$ cat src/rtl/pc_unit.sv
// ---------------------------------------------------------------------------
// pc_unit
//   Program counter with a hardware return-address stack and interrupt entry.
//   One action is taken per rising edge. Priority, highest first:
//   interrupt entry, ret, call, JMP, PCpp, hold.
//
// Ports
//   CLK        in   1         system clock, rising-edge active
//   RST        in   1         asynchronous active-high reset
//   PCpp       in   1         sequential advance request
//   JMP        in   1         jump to target
//   call       in   1         push PC+1 and jump to target
//   ret        in   1         pop return address into PC
//   target     in   AW        jump/call destination
//   interrupt  in   1         level-sensitive interrupt request
//   PC         out  AW        current instruction address
//   CallInt    out  1         one-cycle interrupt-entry pulse
//   in_isr     out  1         interrupt service routine active
//   sp         out  SPW       return-stack occupancy, 0..DEPTH
//   ovf        out  1         sticky overflow flag (call on a full stack)
//   unf        out  1         sticky underflow flag (ret on an empty stack)
// ---------------------------------------------------------------------------
module pc_unit #(
  parameter int              AW         = 16,
  parameter int              DEPTH      = 8,
  parameter logic [AW-1:0]   INT_VECTOR = AW'(16'h0002)
) (
  input  logic                       CLK,
  input  logic                       RST,
  input  logic                       PCpp,
  input  logic                       JMP,
  input  logic                       call,
  input  logic                       ret,
  input  logic [AW-1:0]              target,
  input  logic                       interrupt,
  output logic [AW-1:0]              PC,
  output logic                       CallInt,
  output logic                       in_isr,
  output logic [$clog2(DEPTH):0]     sp,
  output logic                       ovf,
  output logic                       unf
);

  localparam int              IW      = $clog2(DEPTH);
  localparam int              SPW     = IW + 1;
  localparam logic [SPW-1:0]  SP_FULL = SPW'(DEPTH);
  localparam logic [SPW-1:0]  SP_ONE  = SPW'(1);

  // One selected action per edge
  typedef enum logic [2:0] {
    ACT_HOLD = 3'd0,
    ACT_INC  = 3'd1,
    ACT_JMP  = 3'd2,
    ACT_CALL = 3'd3,
    ACT_RET  = 3'd4,
    ACT_INT  = 3'd5
  } act_e;

  logic [AW-1:0]   r_pc;
  logic            r_callint;
  logic            r_in_isr;
  logic [SPW-1:0]  r_sp;
  logic [SPW-1:0]  r_isr_sp;
  logic            r_ovf;
  logic            r_unf;
  logic [AW-1:0]   r_stack [DEPTH];

  act_e            w_act;
  logic [AW-1:0]   w_pc_inc;
  logic [SPW-1:0]  w_sp_dec;
  logic [AW-1:0]   w_top;
  logic            w_full;
  logic            w_empty;
  logic            w_int_ok;

  logic [AW-1:0]   w_pc_nxt;
  logic [SPW-1:0]  w_sp_nxt;
  logic [SPW-1:0]  w_isr_sp_nxt;
  logic            w_isr_nxt;
  logic            w_callint_nxt;
  logic            w_push;
  logic            w_ovf_set;
  logic            w_unf_set;

  assign w_pc_inc = r_pc + AW'(1);          // wraps modulo 2^AW
  assign w_sp_dec = r_sp - SP_ONE;
  assign w_full   = (r_sp == SP_FULL);
  assign w_empty  = (r_sp == '0);
  assign w_top    = r_stack[w_sp_dec[IW-1:0]];

  // Interrupt is masked inside the ISR, on a full stack, and whenever the
  // control unit issues a flow change this edge (it is deferred, not lost,
  // because the request is a level).
  assign w_int_ok = interrupt & ~r_in_isr & ~w_full & ~ret & ~call & ~JMP;

  // Action select by fixed priority
  always_comb begin
    w_act = ACT_HOLD;
    if (w_int_ok) begin
      w_act = ACT_INT;
    end else if (ret) begin
      w_act = ACT_RET;
    end else if (call) begin
      w_act = ACT_CALL;
    end else if (JMP) begin
      w_act = ACT_JMP;
    end else if (PCpp) begin
      w_act = ACT_INC;
    end else begin
      w_act = ACT_HOLD;
    end
  end

  // Next-state computation for PC, stack pointer and ISR tracking
  always_comb begin
    w_pc_nxt      = r_pc;
    w_sp_nxt      = r_sp;
    w_isr_nxt     = r_in_isr;
    w_isr_sp_nxt  = r_isr_sp;
    w_callint_nxt = 1'b0;
    w_push        = 1'b0;
    w_ovf_set     = 1'b0;
    w_unf_set     = 1'b0;
    case (w_act)
      ACT_INT: begin
        w_push        = 1'b1;
        w_pc_nxt      = INT_VECTOR;
        w_sp_nxt      = r_sp + SP_ONE;
        w_isr_nxt     = 1'b1;
        w_isr_sp_nxt  = r_sp;
        w_callint_nxt = 1'b1;
      end
      ACT_RET: begin
        if (!w_empty) begin
          w_pc_nxt = w_top;
          w_sp_nxt = w_sp_dec;
          // Popping back to the depth recorded at entry ends the ISR
          if (r_in_isr && (w_sp_dec == r_isr_sp)) begin
            w_isr_nxt = 1'b0;
          end else begin
            w_isr_nxt = r_in_isr;
          end
        end else begin
          w_unf_set = 1'b1;
          w_pc_nxt  = w_pc_inc;
        end
      end
      ACT_CALL: begin
        w_pc_nxt = target;
        if (!w_full) begin
          w_push   = 1'b1;
          w_sp_nxt = r_sp + SP_ONE;
        end else begin
          w_ovf_set = 1'b1;
        end
      end
      ACT_JMP:  w_pc_nxt = target;
      ACT_INC:  w_pc_nxt = w_pc_inc;
      ACT_HOLD: w_pc_nxt = r_pc;
      default:  w_pc_nxt = r_pc;
    endcase
  end

  // Architectural state registers with asynchronous reset
  always_ff @(posedge CLK or posedge RST) begin
    if (RST) begin
      r_pc      <= '0;
      r_callint <= 1'b0;
      r_in_isr  <= 1'b0;
      r_sp      <= '0;
      r_isr_sp  <= '0;
      r_ovf     <= 1'b0;
      r_unf     <= 1'b0;
    end else begin
      r_pc      <= w_pc_nxt;
      r_callint <= w_callint_nxt;
      r_in_isr  <= w_isr_nxt;
      r_sp      <= w_sp_nxt;
      r_isr_sp  <= w_isr_sp_nxt;
      r_ovf     <= r_ovf | w_ovf_set;
      r_unf     <= r_unf | w_unf_set;
    end
  end

  // Return-stack storage; contents are don't-care after reset
  always_ff @(posedge CLK) begin
    if (w_push) begin
      r_stack[r_sp[IW-1:0]] <= w_pc_inc;
    end
  end

  assign PC      = r_pc;
  assign CallInt = r_callint;
  assign in_isr  = r_in_isr;
  assign sp      = r_sp;
  assign ovf     = r_ovf;
  assign unf     = r_unf;

endmodule

$ cat config.mk
export PLATFORM = sky130hd
export DESIGN_NAME = pc_unit
export DESIGN_NICKNAME = d
export VERILOG_FILES = /design/src/rtl/pc_unit.sv
export SDC_FILE = /design/constraint.sdc
export NUM_CORES = 1
export LEC_CHECK = 0
export BUFFER_PORTS_ARGS = -buffer_cell sky130_fd_sc_hd__buf_4
export CORE_UTILIZATION = 50
export DETAILED_ROUTE_END_ITERATION = 10
export HOLD_SLACK_MARGIN = 0.05
export PLACE_DENSITY_LB_ADDON = 0.12
export SETUP_SLACK_MARGIN = 0.15
export SYNTH_ARGS = -nofsm -noshare
export SYNTH_HDL_FRONTEND = slang
export SYNTH_SLANG_ARGS = --single-unit
$ cat constraint.sdc
create_clock -name CLK -period 3.9 [get_ports CLK]
set_input_delay 0.39 -clock CLK [delete_from_list [all_inputs] [get_ports CLK]]
set_output_delay 0.39 -clock CLK [all_outputs]
set_load 0.02 [all_outputs]
* Yosys cells after proc, flatten, opt, wreduce, memory -nomap -nowiden
Memory sizes are Yosys's and may differ from the RTL's.
Cells that the tools add are included.
W data, S select, Z words.
** Storage, ports and cells
- Bits in writable memories :: 128
- Bits of input ports :: 23
- Output and inout port bits :: 24
- Word-level logic and storage cells :: 63
- Memories kept :: 1
- Register bits after elaboration :: 28
** Memories
- r_stack :: words 8, width 16, read ports 1, clocked after Yosys merged registers in 0, write ports 1, line 66 : logic [AW-1:0] r_stack [DEPTH];
** Operators by class
- Reductions and logical operators :: 8
- Eq/ne operators :: 10
- Bitwise logic cells :: 12
- $add $sub $neg :: 3
- Multiplexer cells :: 22
** Operator list (number)
- $pmux W16 S4 :: 1
- $add A16 B1 Y16 const B :: 1
- $mux W16 :: 1
- $pmux W4 S3 :: 1
- $mux W1 :: 11
- $mux W4 :: 2
- $eq A3 B2 Y1 const B :: 2
- $eq A3 B3 Y1 const B :: 2
- $mux W3 :: 2
- $ne A2 B2 Y1 const B :: 3
- $reduce_and A3 Y1 :: 2
- $and A1 B1 Y1 :: 5
- $not A1 Y1 :: 5
- $add A4 B1 Y4 const B :: 1
- $eq A4 B4 Y1 :: 1
- $eq A4 B4 Y1 const B :: 1
- $logic_not A4 Y1 :: 1
- $mux W2 :: 2
- $pmux W1 S2 :: 2
- $reduce_bool A4 Y1 :: 1
- $sub A4 B1 Y4 const B :: 1
- $eq A3 B1 Y1 const B :: 1
- $reduce_bool A3 Y1 :: 1
- $or A1 B1 Y1 :: 2
- 3 further kinds :: 3

* Logic depth before layout (Yosys ltp)
- Word-level depth :: 11
- Mapped depth :: 12
- Mapped depth without buffers :: 7

* Worst setup path after synthesis
Ideal clock, no wire load.
- Path kind :: register -> register
- From :: register r_sp[0] (netlist: sp[0])
- To :: memory r_stack[2][0], enable pin
- Cell stages (with the launch flop) :: 12
- Arrival time :: 3.082 ns
- Period minus slack after synthesis :: 3.492 ns
- Setup slack :: 0.408 ns
- Setup time :: 0.409 ns
- Buffers on the path :: 4
- Cell sequence :: dfrtp_1 buf_6 buf_12 buf_2 inv_1 ha_1 buf_4 nand2_1 nor2_1 nor2_1 nand2_1 nor3_1
** Between the ends
- Word-level cells in the longest chain between the ends :: 11
- Elaborated cells between the ends (all ways) :: 13
** RTL lines
- from (decl) :: line 62 : logic [SPW-1:0] r_sp;
- from (signal assigned) :: line 178 : r_sp <= w_sp_nxt;
- $eq A4 B4 Y1 :: line 87 : assign w_full = (r_sp == SP_FULL);
- $not A1 Y1 :: line 94 : assign w_int_ok = interrupt & ~r_in_isr & ~w_full & ~ret & ~call & ~JMP;
- $and A1 B1 Y1 (4 in series) :: line 94
- $mux W3 :: line 99 : if (w_int_ok) begin
- $eq A3 B2 Y1 / $eq A3 B3 Y1 (equally long branches) :: line 124 : case (w_act)
- $pmux W1 S2 :: line 124
- $mux W1 :: line 187 : if (w_push) begin
- $mux W1 (implied by the code) :: line 188 : r_stack[r_sp[IW-1:0]] <= w_pc_inc;
- to (decl) :: line 66
Several ways; a longest one is shown, not always the timed one.

* Worst setup path in the final report
- From :: register r_sp[1] (netlist: sp[1])
- To :: register r_pc[12] (netlist: PC[12])
** Between the ends
- Word-level cells in the longest chain between the ends :: 10
- Elaborated cells between the ends (all ways) :: 19
** RTL lines
- $eq A4 B4 Y1 :: line 87
- $not A1 Y1 :: line 94
- $and A1 B1 Y1 (4 in series) :: line 94
- $mux W3 :: line 99
- $eq A3 B2 Y1 :: line 124
- $reduce_or A2 Y1 (no line)
- $pmux W16 S4 / $reduce_bool A4 Y1 (equally long branches)
- to (signal assigned) :: line 175 : r_pc <= w_pc_nxt;
- to (decl) :: line 59 : logic [AW-1:0] r_pc;
Several ways; a longest one is shown, not always the timed one.
A chain may end at the register's enable or synchronous reset.

==> flow_summary.toml <==
[clock_tree]
clkTransAtPathRegs_ns = 0.06
cts_setup_buffers = 0
cts_sinks = 156
clk_path_buf_depth = 2
hold_buffers = 0
cts_tree = "built"
cts_buffers = 17
insertion_delay_ns = 0.42
htreeDepth = 4
cts_root_buf = "clkbuf_16"
cts_resized = 0

[synth]
synth_edf_count = 128
ys_seq_area_share_pct = 67.6
synth_common_cells = "edfxtp_1 (128), nand2_1 (41), dfrtp_1 (28)"
syn_avg_cell_area_um2 = 16.3
synth.top_cell.area_share_pct = 57.2
async_reset_ff_share_pct = 17.9
synthesis.area_mm2 = 0.00672
ys_types = 59
yosys_register_bits = 156
synth_most_common_cell = "edfxtp_1"
yosys-top-cells-area = "edfxtp_1 (57%), dfrtp_1 (10%), mux4_2 (8.0%)"
syn-instance-count = 412
yosys.area.top_type = "edfxtp_1"
ys_warn_count = 0
synth_flop_cell = "edfxtp_1"
synth_nets = 438

[pwr]
pwr-share-clk_pct = 26.0
p_int_mw = 4.60
swShare_pct = 34.0
pwr-share-seq_pct = 37.5
combPwrFrac_pct = 36.5
cellLeakagePower_nw = 2.89
p_sw_mw = 2.36
p_per_area_mw_per_mm2 = 877
vdd_ir_drop_max_v = 0.000429

[worst_setup_path]
cp.arrival_ns = 3.13
slowest_stage = "ha_1"
max_stage_delay_ns = 0.82
cp-end-kind = "flip-flop"
r2r_slack_ns = 1.07
cp-start-kind = "flip-flop"
critical_path_class = "flip-flop to flip-flop"
crit_buf_inv = 2
cp_max_fo = 15
rr_startpoint = "sp[1]"
rr_worst_depth = 6
required_ns = 4.21
r2r-end = "PC[12]"
critical_path.top_delay_family = "adder cells"
crit_path_cell_trace = "inv_1 -> ha_1 -> buf_4 -> mux4_1 -> mux2_2 -> a221o_1"

[floorplanning]
core_mm2 = 0.0129
die_w_um = 118
ios = 47
fp.dieArea_mm2 = 0.0139
start_util_pct = 52.2
rows = 41
die_h_um = 118

[cells_and_area]
nets = 500
drive_above_1_share_pct = 26.5
antenna_cells = 0
nFillCells = 959
area_growth_pct = 18.1
post-route-util_pct = 61.6

[global_route]
grt_max_degree = 39
antenna_found_initial = 0
grt_pass1_vias = 3879
grt_usage_pct = 23.6
grt_overflow = 0
grt_pass1_wl_um = 23200

[timing]
final.setup_skew_ns = 0.00797
min_period_ns = 2.83
worst_pin_slew_ns = 0.882
max_freq_ghz = 0.354
rsz0062_at_grt = "no"
setup_violations = 0
tns_ns = 0
report.final.slew_viol_count = 0
finalHoldViolCount = 0
min_period_over_period_pct = 72.5
max_slew_margin_pct = 40.7

[outcome]
outcome = "completed"

[detailed_routing]
post_drt_wl_per_cell_um = 23.5
drc = 0
firstDrtPassIters = 5
via_per_inst = 6.09
drt_iter0_markers = 363
drt-total-wl_um = 15500
vias = 4008
ant_nets = 0

[job]
max-cap-violations = 0

[placement]
dp_hpwl_um = 10000
io_buffer_count = 46
gp_congestion = 0.852

[hold_path]
worstHoldPathType = "input port to async pin"
==> power by group through the flow <==
stage                     Clock (mW)  Sequential (mW)  Combinational [mW]
final                           1.81             2.61                2.54
after global routing            1.89             2.64                2.71
after CTS                       1.83             2.61                2.55
after detailed placement           0             2.63                2.53
after global placement             0             2.62                2.49
after floorplan                    0             2.67                1.67
==> cell usage in the layout, fill, tap and decap left out, drive strengths merged, types with 2 or more instances in the layout <==
cell,count
a211o,4
a21boi,2
a21oi,7
a221o,6
a221oi,3
a22o,5
a22oi,5
and3,2
and4,2
buf,60
bufinv,5
clkbuf,23
clkinv,4
dfrtp,28
edfxtp,128
ha,3
inv,9
mux2,4
mux2i,2
mux4,32
nand2,41
nand2b,2
nand3,8
nand3b,2
nand4,3
nor2,20
nor3,9
nor3b,5
o211ai,5
o21ai,16
xnor2,13
xor2,11
==> flip-flops by register name (all words and copies together), names as in the netlist <==
name and count:
unf 1, r_isr_sp 4, CallInt 1, r_stack 128
ovf 1, in_isr 1, sp 4, PC 16
==> stage by stage <==
step	setup WS (ns)	hold slack (ns)	instances	total power [mW]	area, um^2
2_1_floorplan	0.408	0.455	412	4.34	6720
3_3_place_gp	1.20	0.456	627	5.11	7280
3_5_place_dp	1.08	0.468	627	5.17	7280
4_1_cts	1.07	0.0553	658	6.98	7940
5_1_grt	0.926	0.0794	658	7.24	7940
6_report	1.07	0.0527	658	6.96	7940
==> tightest hold or removal path, cell delays in order <==
cell and delay (ns):
buf_4 0.11, inv_1 0.04, buf_4 0.35
==> cells by family (layout without fill, tap and decap cells) <==
group	Yosys count	count (layout)	share of synthesized area, %
flops	156	156	67.6
buf+inv	27	101	2.22
compound gates	65	65	7.19
fa+ha+maj	3	3	0.559
simple gates	99	99	7.12
mux	38	38	12.1
xor+xnor	24	24	3.13
==> worst max path at each step <==
| stage | slack, ns | end | cells past startpoint | start |
|---|---|---|---|---|
| after global placement | 1.20 | PC[12] | 6 | sp[1] |
| after detailed placement | 1.08 | PC[12] | 6 | sp[1] |
| after floorplan | 0.41 | r_stack[2][0] | 11 | sp[0] |
| after CTS | 1.07 | PC[12] | 6 | sp[1] |
| after global routing | 0.93 | PC[12] | 6 | sp[1] |
| final | 1.07 | PC[12] | 6 | sp[1] |
==> final cells by class <==
type                    instances  area, um^2  area share (%)
well taps                     172         215            2.71
multi-input cells             229        2030            25.6
flip-flops and latches        156        4550            57.3
repair buffers                 60         450            5.68
clock buffers                  23         488            6.15
clock inverters                 8         164            2.07
inverters                      10        37.5           0.473
==> per-layer routing <==
layer | vias up | track usage [%] | routed length, um
met5 | - | 0 | 0
met4 | 0 | 12.4 | 508
met3 | 34 | 5.43 | 995
met2 | 170 | 35.3 | 7210
met1 | 2047 | 32.2 | 6780
li1 | 1757 | - | -
Power figures use the tool's default switching activity.
